### config.mk
export PLATFORM = sky130hd
export DESIGN_NAME = freq_multi_scan
export DESIGN_NICKNAME = d
export VERILOG_FILES = /design/src/rtl/freq_multi_scan_pkg.sv /design/src/rtl/freq_multi_scan_limits.sv /design/src/rtl/freq_multi_scan.sv
export SDC_FILE = /design/constraint.sdc
export NUM_CORES = 1
export LEC_CHECK = 0
export ABC_AREA = 0
export CORE_MARGIN = 2
export CORE_UTILIZATION = 40
export DETAILED_ROUTE_END_ITERATION = 10
export SLEW_MARGIN = 40
export SYNTH_ARGS = -nofsm -noshare
export SYNTH_HDL_FRONTEND = slang
export SYNTH_SLANG_ARGS = --single-unit
### constraint.sdc
create_clock -name refclk -period 6.25 [get_ports refclk]
set_clock_uncertainty 0.05 [all_clocks]
set_input_delay 0.9375 -clock refclk [delete_from_list [all_inputs] [get_ports refclk]]
set_output_delay 0.9375 -clock refclk [all_outputs]
set_load 0.02 [all_outputs]
### src/rtl/freq_multi_scan_pkg.sv
// Shared definitions for the multi-block frequency readout engine:
// FSM states, flag bit positions and the {block, channel} flattening rule.
package freq_multi_scan_pkg;

  typedef enum logic [2:0] {
    S_IDLE,
    S_ADDR,
    S_WAIT,
    S_CHECK,
    S_EMIT
  } state_t;

  localparam int FLAG_LO = 0;
  localparam int FLAG_HI = 1;
  localparam int FLAG_W  = 2;

  // Alarm and limit storage are dense: index = block*NF + channel.
  function automatic int flat_index(input int blk, input int chan, input int nf);
    return blk * nf + chan;
  endfunction

endpackage

### src/rtl/freq_multi_scan_limits.sv
// Per-channel min/max limit register file: one synchronous write port,
// one combinational read port; writes to non-existent channels are ignored.
module freq_multi_scan_limits
  import freq_multi_scan_pkg::*;
#(
  parameter int NF = 8,
  parameter int NG = 1,
  parameter int uw = 28,
  parameter int NA = 3,
  parameter int AW = 3,
  parameter int IW = 3
) (
  input  logic          clk_i,
  input  logic          reset_i,
  input  logic          we_i,
  input  logic          sel_i,
  input  logic [AW-1:0] waddr_i,
  input  logic [uw-1:0] wdata_i,
  input  logic [IW-1:0] ridx_i,
  output logic [uw-1:0] min_o,
  output logic [uw-1:0] max_o
);

  localparam int NT = NF * NG;

  logic [uw-1:0] min_q [NT];
  logic [uw-1:0] max_q [NT];

  int   wblk;
  int   wchan;
  int   widx;
  logic wvalid;

  always_comb begin
    wblk   = int'(32'(waddr_i) >> NA);
    wchan  = int'(waddr_i[NA-1:0]);
    widx   = flat_index(wblk, wchan, NF);
    wvalid = we_i && (wchan < NF) && (wblk < NG);
  end

  always_ff @(posedge clk_i) begin
    if (reset_i) begin
      for (int i = 0; i < NT; i++) begin
        min_q[i] <= '0;
        max_q[i] <= '1;
      end
    end else if (wvalid) begin
      if (sel_i) max_q[widx] <= wdata_i;
      else       min_q[widx] <= wdata_i;
    end
  end

  assign min_o = min_q[ridx_i];
  assign max_o = max_q[ridx_i];

endmodule

### src/rtl/freq_multi_scan.sv
// Readout engine: on each source_state change, reads the finished channel from
// every counter block, limit-checks it and emits one valid/ready beat per block.
module freq_multi_scan
  import freq_multi_scan_pkg::*;
#(
  parameter int NF  = 8,
  parameter int NG  = 1,
  parameter int cw  = 3,
  parameter int uw  = 28,
  parameter int NA_ = $clog2(NF),
  parameter int NB_ = $clog2(NG)
) (
  input  logic                 refclk,
  input  logic                 reset,
  input  logic [NA_+cw-1:0]    source_state,
  output logic [NB_+NA_-1:0]   addr,
  input  logic [uw-1:0]        frequency,
  input  logic                 lim_we,
  input  logic                 lim_sel,
  input  logic [NB_+NA_-1:0]   lim_addr,
  input  logic [uw-1:0]        lim_data,
  output logic                 out_valid,
  input  logic                 out_ready,
  output logic [NB_+NA_-1:0]   out_chan,
  output logic [uw-1:0]        out_freq,
  output logic                 out_lo,
  output logic                 out_hi,
  output logic [NF*NG-1:0]     alarm,
  input  logic                 alarm_clr,
  output logic                 overrun,
  output logic                 busy
);

  localparam int AW = NB_ + NA_;
  localparam int SW = NA_ + cw;
  localparam int NT = NF * NG;
  localparam int IW = $clog2(NT);
  localparam int BW = (NB_ > 0) ? NB_ : 1;

  logic [SW-1:0]     ss_prev_q;
  state_t            state_q, state_d;
  logic [NA_-1:0]    fc_q, fc_d;
  logic [BW-1:0]     b_q, b_d;
  logic [AW-1:0]     addr_q, addr_d;
  logic              out_valid_q, out_valid_d;
  logic [AW-1:0]     out_chan_q, out_chan_d;
  logic [uw-1:0]     out_freq_q, out_freq_d;
  logic [FLAG_W-1:0] flags_q, flags_d;
  logic [NT-1:0]     alarm_q, alarm_d;
  logic              overrun_q, overrun_d;

  logic              change;
  logic [AW-1:0]     cur_chan;
  logic [IW-1:0]     cur_idx;
  logic [uw-1:0]     lim_min, lim_max;
  logic              f_lo, f_hi;

  assign change   = (source_state != ss_prev_q);
  assign cur_chan = (AW'(b_q) << NA_) | AW'(fc_q);
  assign cur_idx  = IW'(flat_index(int'(b_q), int'(fc_q), NF));
  assign f_lo     = (frequency < lim_min);
  assign f_hi     = (frequency > lim_max);

  freq_multi_scan_limits #(
    .NF(NF), .NG(NG), .uw(uw), .NA(NA_), .AW(AW), .IW(IW)
  ) u_limits (
    .clk_i   (refclk),
    .reset_i (reset),
    .we_i    (lim_we),
    .sel_i   (lim_sel),
    .waddr_i (lim_addr),
    .wdata_i (lim_data),
    .ridx_i  (cur_idx),
    .min_o   (lim_min),
    .max_o   (lim_max)
  );

  always_comb begin
    state_d     = state_q;
    fc_d        = fc_q;
    b_d         = b_q;
    addr_d      = addr_q;
    out_valid_d = out_valid_q;
    out_chan_d  = out_chan_q;
    out_freq_d  = out_freq_q;
    flags_d     = flags_q;
    alarm_d     = alarm_clr ? '0 : alarm_q;
    overrun_d   = alarm_clr ? 1'b0 : overrun_q;
    // A change mid-scan is dropped; the scan in progress is left untouched.
    if (change && (state_q != S_IDLE)) overrun_d = 1'b1;

    unique case (state_q)
      S_IDLE: begin
        if (change) begin
          fc_d    = ss_prev_q[NA_-1:0];
          b_d     = '0;
          state_d = S_ADDR;
        end
      end
      S_ADDR: begin
        addr_d  = cur_chan;
        state_d = S_WAIT;
      end
      S_WAIT: state_d = S_CHECK;
      S_CHECK: begin
        out_chan_d       = cur_chan;
        out_freq_d       = frequency;
        flags_d[FLAG_LO] = f_lo;
        flags_d[FLAG_HI] = f_hi;
        out_valid_d      = 1'b1;
        if (f_lo || f_hi) alarm_d[cur_idx] = 1'b1;
        state_d          = S_EMIT;
      end
      S_EMIT: begin
        if (out_ready) begin
          out_valid_d = 1'b0;
          if (b_q == BW'(NG - 1)) begin
            state_d = S_IDLE;
          end else begin
            b_d     = b_q + BW'(1);
            state_d = S_ADDR;
          end
        end
      end
      default: state_d = S_IDLE;
    endcase
  end

  // Previous state tracks the input even through reset, so reset never
  // manufactures a change.
  always_ff @(posedge refclk) begin
    ss_prev_q <= source_state;
  end

  always_ff @(posedge refclk) begin
    if (reset) begin
      state_q     <= S_IDLE;
      fc_q        <= '0;
      b_q         <= '0;
      addr_q      <= '0;
      out_valid_q <= 1'b0;
      out_chan_q  <= '0;
      out_freq_q  <= '0;
      flags_q     <= '0;
      alarm_q     <= '0;
      overrun_q   <= 1'b0;
    end else begin
      state_q     <= state_d;
      fc_q        <= fc_d;
      b_q         <= b_d;
      addr_q      <= addr_d;
      out_valid_q <= out_valid_d;
      out_chan_q  <= out_chan_d;
      out_freq_q  <= out_freq_d;
      flags_q     <= flags_d;
      alarm_q     <= alarm_d;
      overrun_q   <= overrun_d;
    end
  end

  assign addr      = addr_q;
  assign out_valid = out_valid_q;
  assign out_chan  = out_chan_q;
  assign out_freq  = out_freq_q;
  assign out_lo    = flags_q[FLAG_LO];
  assign out_hi    = flags_q[FLAG_HI];
  assign alarm     = alarm_q;
  assign overrun   = overrun_q;
  assign busy      = (state_q != S_IDLE);

endmodule

**After elaboration in Yosys (flattened, before gate mapping)**

Memories as Yosys holds them, arrays and structs flattened.
Index checks and enable logic that the tools add are counted.

- Equality and inequality tests: 7
- Reductions and logical operators: 14
- Add/sub/neg operators: 2
- Mux-type cells: 33
- Bitwise gates (word level): 1
- $lt $le $gt $ge: 4

Operators with widths:

| kind | count |
|---|---|
| 28-bit 2-to-1 mux | 2 |
| 28-bit OR reduction | 2 |
| 28-bit greater-than comparator | 1 |
| 28-bit < comparator | 1 |
| 8-bit 2-to-1 mux | 3 |
| 1-bit 2-to-1 mux | 20 |
| 3-bit case mux with 5 select lines | 1 |
| 3-bit 2-to-1 mux | 4 |
| 8-bit bitwise OR | 1 |
| 3-bit by 2-bit == test with 1-bit output (second input constant) | 2 |
| 6-bit inequality test | 1 |
| 2-bit AND reduction | 3 |
| 2-bit nonzero test | 3 |
| 3-bit by 4-bit < comparator with 1-bit output (second input constant) | 1 |
| 2-bit inequality test (second input constant) | 2 |
| 1-bit case mux with 2 select lines | 2 |
| 1-bit by 3-bit adder with 3-bit output (first input constant) | 1 |
| 1-bit demux with 3-bit select | 1 |
| 3-bit by 1-bit == test with 1-bit output (second input constant) | 1 |
| 3-bit == test (second input constant) | 1 |
| 3-bit by 1-bit greater-or-equal comparator with 1-bit output (second input constant) | 1 |
| 3-bit zero test | 1 |
| 3-bit AND reduction | 1 |
| 3-bit nonzero test | 1 |
| other kinds (3) | 4 |

- Output and inout bits: 47
- Bits in registers: 59
- Memories: 2
- Input bits: 71
- Bits in writable memories: 448

Memory list:

| memory | depth | width | rd ports | clocked after Yosys merged registers in | write ports | line | text |
|---|---|---|---|---|---|---|---|
| u_limits.max_q | 8 | 28 | 1 | 0 | 8 | freq_multi_scan_limits.sv:27 | `logic [uw-1:0] max_q [NT];` |
| u_limits.min_q | 8 | 28 | 1 | 0 | 8 | freq_multi_scan_limits.sv:26 | `logic [uw-1:0] min_q [NT];` |

**Depth between registers and ports, before layout**

Gate-level depths: netlist of the first run.

- Depth in word-level cells: 8
- Mapped depth: 13
- Depth with buffers taken out: 10

**Modules after synthesis**

Synthesis of the first run repeated with hierarchy kept, for this count alone.

- Cell total of the unflattened synthesis: 1725
- Area, all modules: 23410.0 um^2

By module, submodules not included:

| module | seq. area each (um^2) | instances | area each (um^2) | cells each |
|---|---|---|---|---|
| freq_multi_scan_limits | 13452.9 | 1 | 19910.3 | 1283 |
| freq_multi_scan | 1161.1 | 1 | 3499.6 | 442 |

**Least setup slack after synthesis of the first run**

Ideal clock, no wire load.

- Path type: input to register
- From: input port reset
- To: memory u_limits.max_q[3][0], enable pin
- Library setup time: 0.419 ns
- Required time: 5.781 ns
- Setup slack: 2.809 ns
- Cell stages on the path: 5
- Data arrival time: 2.972 ns
- Cell sequence: clkbuf_1 -> nor2b_2 -> nand3_1 -> clkbuf_1 -> o21bai_1

RTL lines:

| item | line | text |
|---|---|---|
| start: declaration | freq_multi_scan.sv:14 | `input logic reset,` |
| end: declaration | freq_multi_scan_limits.sv:27 |  |

==> results of run 1 <==
[tightest hold or removal path: stages, from the launching register on]
cell     delay (ns)
dfxtp_1        0.31
nand2_1        0.05
a21oi_1        0.05
[cell usage after synthesis (5+ instances only)]
library cell / n
edfxtp_1: 448
nand2_1: 78
and2_1: 224
ha_1: 55
a21o_1: 5
a21oi_1: 50
mux4_2: 110
and3_1: 5
nand2b_1: 43
dfxtp_1: 61
nand3b_1: 5
or3_1: 85
mux2i_1: 61
buf_2: 11
nand3_1: 13
nor2_1: 24
o32ai_1: 5
or2_2: 122
clkbuf_1: 121
inv_1: 5
[layer usage]
metal | part of all wire [%] | wire, um | up-vias | track usage, %
li1 | - | - | 6104 | -
met1 | 42 | 26800 | 7036 | 28.8
met2 | 48 | 30700 | 472 | 35.1
met3 | 7.4 | 4700 | 95 | 3.62
met4 | 2.3 | 1480 | 2 | 6.49
met5 | 0.027 | 17 | - | 0
[logic make-up (layout without fill, tap and decap cells)]
logic type,after synthesis,after routing
flip-flops,509,509
buffers and inverters,141,259
AO/OA/AOI/OAI,91,91
AND/OR/NAND/NOR,630,630
multiplexers,174,174
adder cells (fa/ha/maj),55,55
XOR/XNOR,7,7
other,0,2
[power groups by stage]
stage	registers (mW)	logic [mW]	clock network [mW]
3_3_place_gp	4.05	0.926	0
3_5_place_dp	4.06	0.948	0
6_report	3.98	0.960	3.17
4_1_cts	3.99	0.951	3.21
5_1_grt	4.00	1.03	3.34
2_1_floorplan	4.00	0.621	0
[metrics by stage]
step / area [um^2] / power (mW)
2_1_floorplan: 23400 / 4.62
3_3_place_gp: 25300 / 4.98
3_5_place_dp: 25400 / 5.01
4_1_cts: 27100 / 8.15
5_1_grt: 27100 / 8.37
6_report: 27100 / 8.11
[state kept, by name, indices dropped and copies added (netlist names), named ones only]
signal          flops
out_freq           28
overrun             1
state_q             3
alarm               8
out_chan            3
u_limits.min_q    224
u_limits.max_q    224
flags_q             2
out_valid           1
ss_prev_q           6
addr                3
cur_chan            3
[path summary, 6_finish.rpt]
| path | start | to | slack [ns] | cells after the start |
|---|---|---|---|---|
| min reg2reg | out_freq[26]$_SDFFE_PP0P_ | out_freq[26]$_SDFFE_PP0P_ | 0.40 | 2 |
| max | register | alarm[1]$_SDFF_PP0_ | 1.77 | 12 |
| max reg2reg | register | alarm[1]$_SDFF_PP0_ | 1.77 | 12 |
| min | out_freq[26]$_SDFFE_PP0P_ | out_freq[26]$_SDFFE_PP0P_ | 0.40 | 2 |
[layout make-up]
class	count	area share, %
tap	765	3.53
inverter	5	0.0691
antenna	2	0.0184
clock inverter	27	0.867
multi-input combinational	957	30.4
timing repair buffer	151	5.50
sequential	509	54.1
clock buffer	76	5.48
==> flow_summary.yaml, run 1 <==
logic_synthesis:
  yosysTopAreaCell: "edfxtp_1"
  yosys.area_share.adder_pct: 2.95
  synth_top_family_by_area: "simple AND/OR/NAND/NOR gates"
  synthXorXnorAreaFrac_pct: 0.262
  synth-async-reset-ratio_pct: 0
  postSynthAreaPerCell_um2: 14.5
  ys_seq_area_share_pct: 62.8
  synth_nets: 1733
  synth-main-ff-cell: "edfxtp_1"
  netlist_instances: 1607
  ys_ff_latch: 509
  synth_edf_count: 448
  ys_warn_count: 0
  synth_top_cell_area_share_pct: 57.6
  muxShareOfSynthArea_pct: 13.4
  synth-simple-area-share_pct: 15.9
  synth_area_um2: 23400
  synth-compound-area-share_pct: 2.41
  synth.distinct_cells: 54
  synth_area_leaders: "edfxtp_1, mux4_2, and2_1"
layout:
  nNetsFinal: 1805
  final_common_cell: "edfxtp_1"
  register_area_um2: 14700
  syn_to_final_growth_pct: 16.2
  layout.cells.non_filler: 2492
  drive_gt1_share_pct: 21.2
  mostFrequentLayoutCells: "edfxtp_1, and2_1, clkdlybuf4s50_1, or2_2, mux4_2"
  fillers: 5074
  multi_input_area_um2: 8260
  fin_util_pct: 47.0
sta:
  drv_slew: 0
  final.min_clock_period_ns: 4.48
  whs_ns: 0.403
  fin_setup_tns_ns: 0
  max_freq_mhz: 223
  fin_ws_ns: 1.77
  rsz0062_at_grt: "no"
  slew_headroom_pct: 42.6
  setup_viol: 0
  finalCritPeriodShare_pct: 71.6
  max_slew.worst_pin.slew_ns: 0.861
  hold_viol_final: 0
floorplan:
  die_h_um: 246
  io_pins: 118
  placementRows: 88
  coreArea_um2: 57700
  die_area_um2: 60400
  chipWidth_um: 246
  initial_utilization_pct: 40.5
placement:
  port-buffer-count: 117
  gp_congestion: 0.798
  dpl_worst_slack_ns: 1.56
  dp_hpwl_um: 36900
  dp.cells: 2385
setup_path:
  max_stage_delay_ns: 0.60
  crit_type: "register to register"
  critPathLaunchType: "register"
  worstPathArrival_ns: 4.89
  crit_required_ns: 6.66
  crit_family: "simple AND/OR/NAND/NOR gates"
  path_cells: "buf_12 -> buf_4 -> mux4_2 -> mux2i_1 -> ha_1 -> nand2_1 -> nor4_1 -> nand3_1 -> a311oi_1 -> nor3_2 -> nor2_2 -> o32ai_1"
  crit_path_end_kind: "register"
  path_buf_inv: 2
  cp_max_fo: 29
  cp_slowest_cell: "mux4_2"
grt:
  grt_pass1_vias: 14000
  globalRouteTotalUtil_pct: 21.3
  grt_pass1_wl_um: 93300
  grt-ovfl-total: 0
  grt_max_degree: 88
  antenna_found_initial: 3
routing:
  drt-initial-drc-count: 1287
  first_pass_iters: 7
  finalWirelength_um: 63700
  wire_per_inst_um: 25.6
  vias_per_cell: 5.50
  num_vias: 13700
  drc: 0
  ant_nets: 0
job:
  max-cap-violations: 0
pwr:
  switchingPower_mw: 1.98
  sequentialPowerShare_pct: 49.1
  clockPowerShare_pct: 39.1
  switching_share_pct: 24.4
  combPwrFrac_pct: 11.8
  leakage_nw: 8.97
  power.density_nw_per_um2: 299
  ir_drop_mv: 0.246
  p_int_mw: 6.13
clock_network:
  insertion_delay_ns: 0.62
  clk_pin_slew_ns: 0.06
  hold_buffers: 0
  cts_buffer_depth: 3
  tritoncts: "built"
  clock_sinks: 509
  clk_root_buffer_cell: "clkbuf_16"
  post-cts-setup-buffers: 0
  ctsHtreeMaxLevel: 2
  cts_buffers: 55
  cts_resized: 0
status:
  status: "finished clean"
hold_path:
  min_path_type: "register to register"
Note: power is estimated with default switching activity, not from simulation.
==> inputs of run 2 (changes only) <==
clock period = 3.88 ns   (was 6.25 ns; I/O delays follow)
==> flow_summary.yaml, run 2 (same netlist as run 1, synthesis figures left out) <==
hold_path:
  min_path_cells: 2
  hold_start: "out_freq[6]$_SDFFE_PP0P_"
  min_path_type: "register to register"
  hold_end: "out_freq[6]$_SDFFE_PP0P_"
sta:
  setup_viol: 0
  max_slew.worst_pin.slew_ns: 0.800
  max_freq_mhz: 272
  slew_headroom_pct: 46.6
  final.min_clock_period_ns: 3.68
  fin_ws_ns: 0.202
  drv_slew: 0
  finalCritPeriodShare_pct: 94.8
  hold_viol_final: 0
status:
  status: "finished clean"
layout:
  fillers: 4950
  final_common_cell: "edfxtp_1"
  nNetsFinal: 1859
  syn_to_final_growth_pct: 18.5
  drive_gt1_share_pct: 24.2
  mostFrequentLayoutCells: "edfxtp_1, and2_1, or2_2, clkdlybuf4s50_1, mux4_2"
  layout.cells.non_filler: 2546
routing:
  num_vias: 14100
  first_pass_iters: 5
  drt-initial-drc-count: 1199
  vias_per_cell: 5.53
  drc: 0
  wire_per_inst_um: 25.9
  ant_nets: 0
  finalWirelength_um: 65900
job:
  max-cap-violations: 0
placement:
  gp_congestion: 0.822
  dp.cells: 2434
  dp_hpwl_um: 41100
  port-buffer-count: 117
  dpl_worst_slack_ns: 0.0347
setup_path:
  rr_worst_depth: 12
  critPathLaunchType: "register"
  rr_endpoint: "alarm[1]$_SDFF_PP0_"
  crit_type: "register to register"
  r2r_slack_ns: 0.20
  crit_path_end_kind: "register"
  worstPathArrival_ns: 4.08
  cp_max_fo: 10
  crit_required_ns: 4.28
pwr:
  power.density_nw_per_um2: 477
  combPwrFrac_pct: 12.8
  ir_drop_mv: 0.407
  p_int_mw: 9.99
  leakage_nw: 9.28
  switching_share_pct: 24.5
  clockPowerShare_pct: 38.9
  sequentialPowerShare_pct: 48.3
  switchingPower_mw: 3.23
clock_network:
  cts_buffers: 55
  ctsHtreeMaxLevel: 2
  clk_root_buffer_cell: "clkbuf_16"
  tritoncts: "built"
  clk_pin_slew_ns: 0.06
  clock_sinks: 509
  insertion_delay_ns: 0.62
  cts_buffer_depth: 3
grt:
  grt-ovfl-total: 0
  globalRouteTotalUtil_pct: 21.9
  grt_pass1_wl_um: 96200
  grt_max_degree: 71
  grt_pass1_vias: 14500
  antenna_found_initial: 1
floorplan:
  chipWidth_um: 246
  die_h_um: 246
  io_pins: 118
  die_area_um2: 60400
  initial_utilization_pct: 40.5
  coreArea_um2: 57700
  placementRows: 88
run 2: cell types whose count changed in the layout (fill, tap and decap cells not counted), moves of 4 or more:
cell,change
or2_4,-5
buf_12,+13
nand2b_4,-4
or2_2,+5
clkinv_2,+6
buf_4,+45
nand2b_2,+4
run 2: cell type report:
class / count / area, um^2 / share of cell area, %
Antenna cell: 1 / 2.50 / 0.00903
Clock buffer: 73 / 1500 / 5.40
Clock inverter: 31 / 262 / 0.944
Inverter: 5 / 18.8 / 0.0678
Multi-Input combinational cell: 957 / 8240 / 29.8
Sequential cell: 509 / 14700 / 53.0
Tap cell: 765 / 957 / 3.46
Timing Repair Buffer: 205 / 2030 / 7.34
run 2: how the worst max path moves through the flow:
stage                         from  cells after the start  slack (ns)                  end
after detailed placement  register                     11        0.03  alarm[4]$_SDFF_PP0_
after floorplan           register                     13        0.45  alarm[1]$_SDFF_PP0_
after global placement    register                     11        0.06  alarm[5]$_SDFF_PP0_
after global routing      register                     13       -0.01  alarm[4]$_SDFF_PP0_
final                     register                     12        0.20  alarm[1]$_SDFF_PP0_
after CTS                 register                     12        0.10  alarm[1]$_SDFF_PP0_
run 2: per-layer routing:
| metal | vias up | share of wire, % | track usage (%) |
|---|---|---|---|
| met2 | 498 | 49 | 36.1 |
| met4 | 0 | 2.0 | 6.20 |
| met5 | - | 0 | 0 |
| met1 | 7259 | 43 | 29.9 |
| met3 | 85 | 6.6 | 3.78 |
| li1 | 6226 | - | - |
run 2: stage by stage:
stage | hold slack, ns | power, mW | cell area, um^2 | util, % | TNS [ns]
6_report | 0.405 | 13.2 | 27700 | 48.0 | 0
5_1_grt | 0.429 | 13.7 | 27700 | 48.0 | -0.0111
4_1_cts | 0.407 | 13.3 | 27700 | 47.9 | 0
3_5_place_dp | 0.398 | 8.16 | 25900 | 44.8 | 0
3_3_place_gp | 0.391 | 8.14 | 25800 | 44.8 | 0
2_1_floorplan | 0.415 | 7.45 | 23400 | - | 0
run 2: repair_timing:
action | in CTS | in global routing
hold buffers | 0 | 0
gates resized for setup | 0 | 3
endpoints found under the setup margin | 5 | 8
pin swaps | 0 | 1
buffers inserted | 5 | 2
hold endpoints to repair | 0 | 0
run 2: worst max-delay path: stages, from the launching register on:
cell and delay [ns]:
dfxtp_4 0.43, buf_12 0.16, buf_12 0.15, mux4_2 0.51, mux2i_1 0.29, ha_1 0.19
and3_1 0.24, nand4_1 0.26, or4bb_1 0.56, o21ai_0 0.13, a211oi_2 0.11, nor2_4 0.25
o32ai_1 0.14
run 2: power by group through the flow:
stage	Combinational (mW)	Sequential (mW)	Clock (mW)
2_1_floorplan	1.00	6.45	0
3_3_place_gp	1.64	6.50	0
3_5_place_dp	1.66	6.51	0
4_1_cts	1.69	6.39	5.22
5_1_grt	1.82	6.41	5.43
6_report	1.69	6.38	5.15
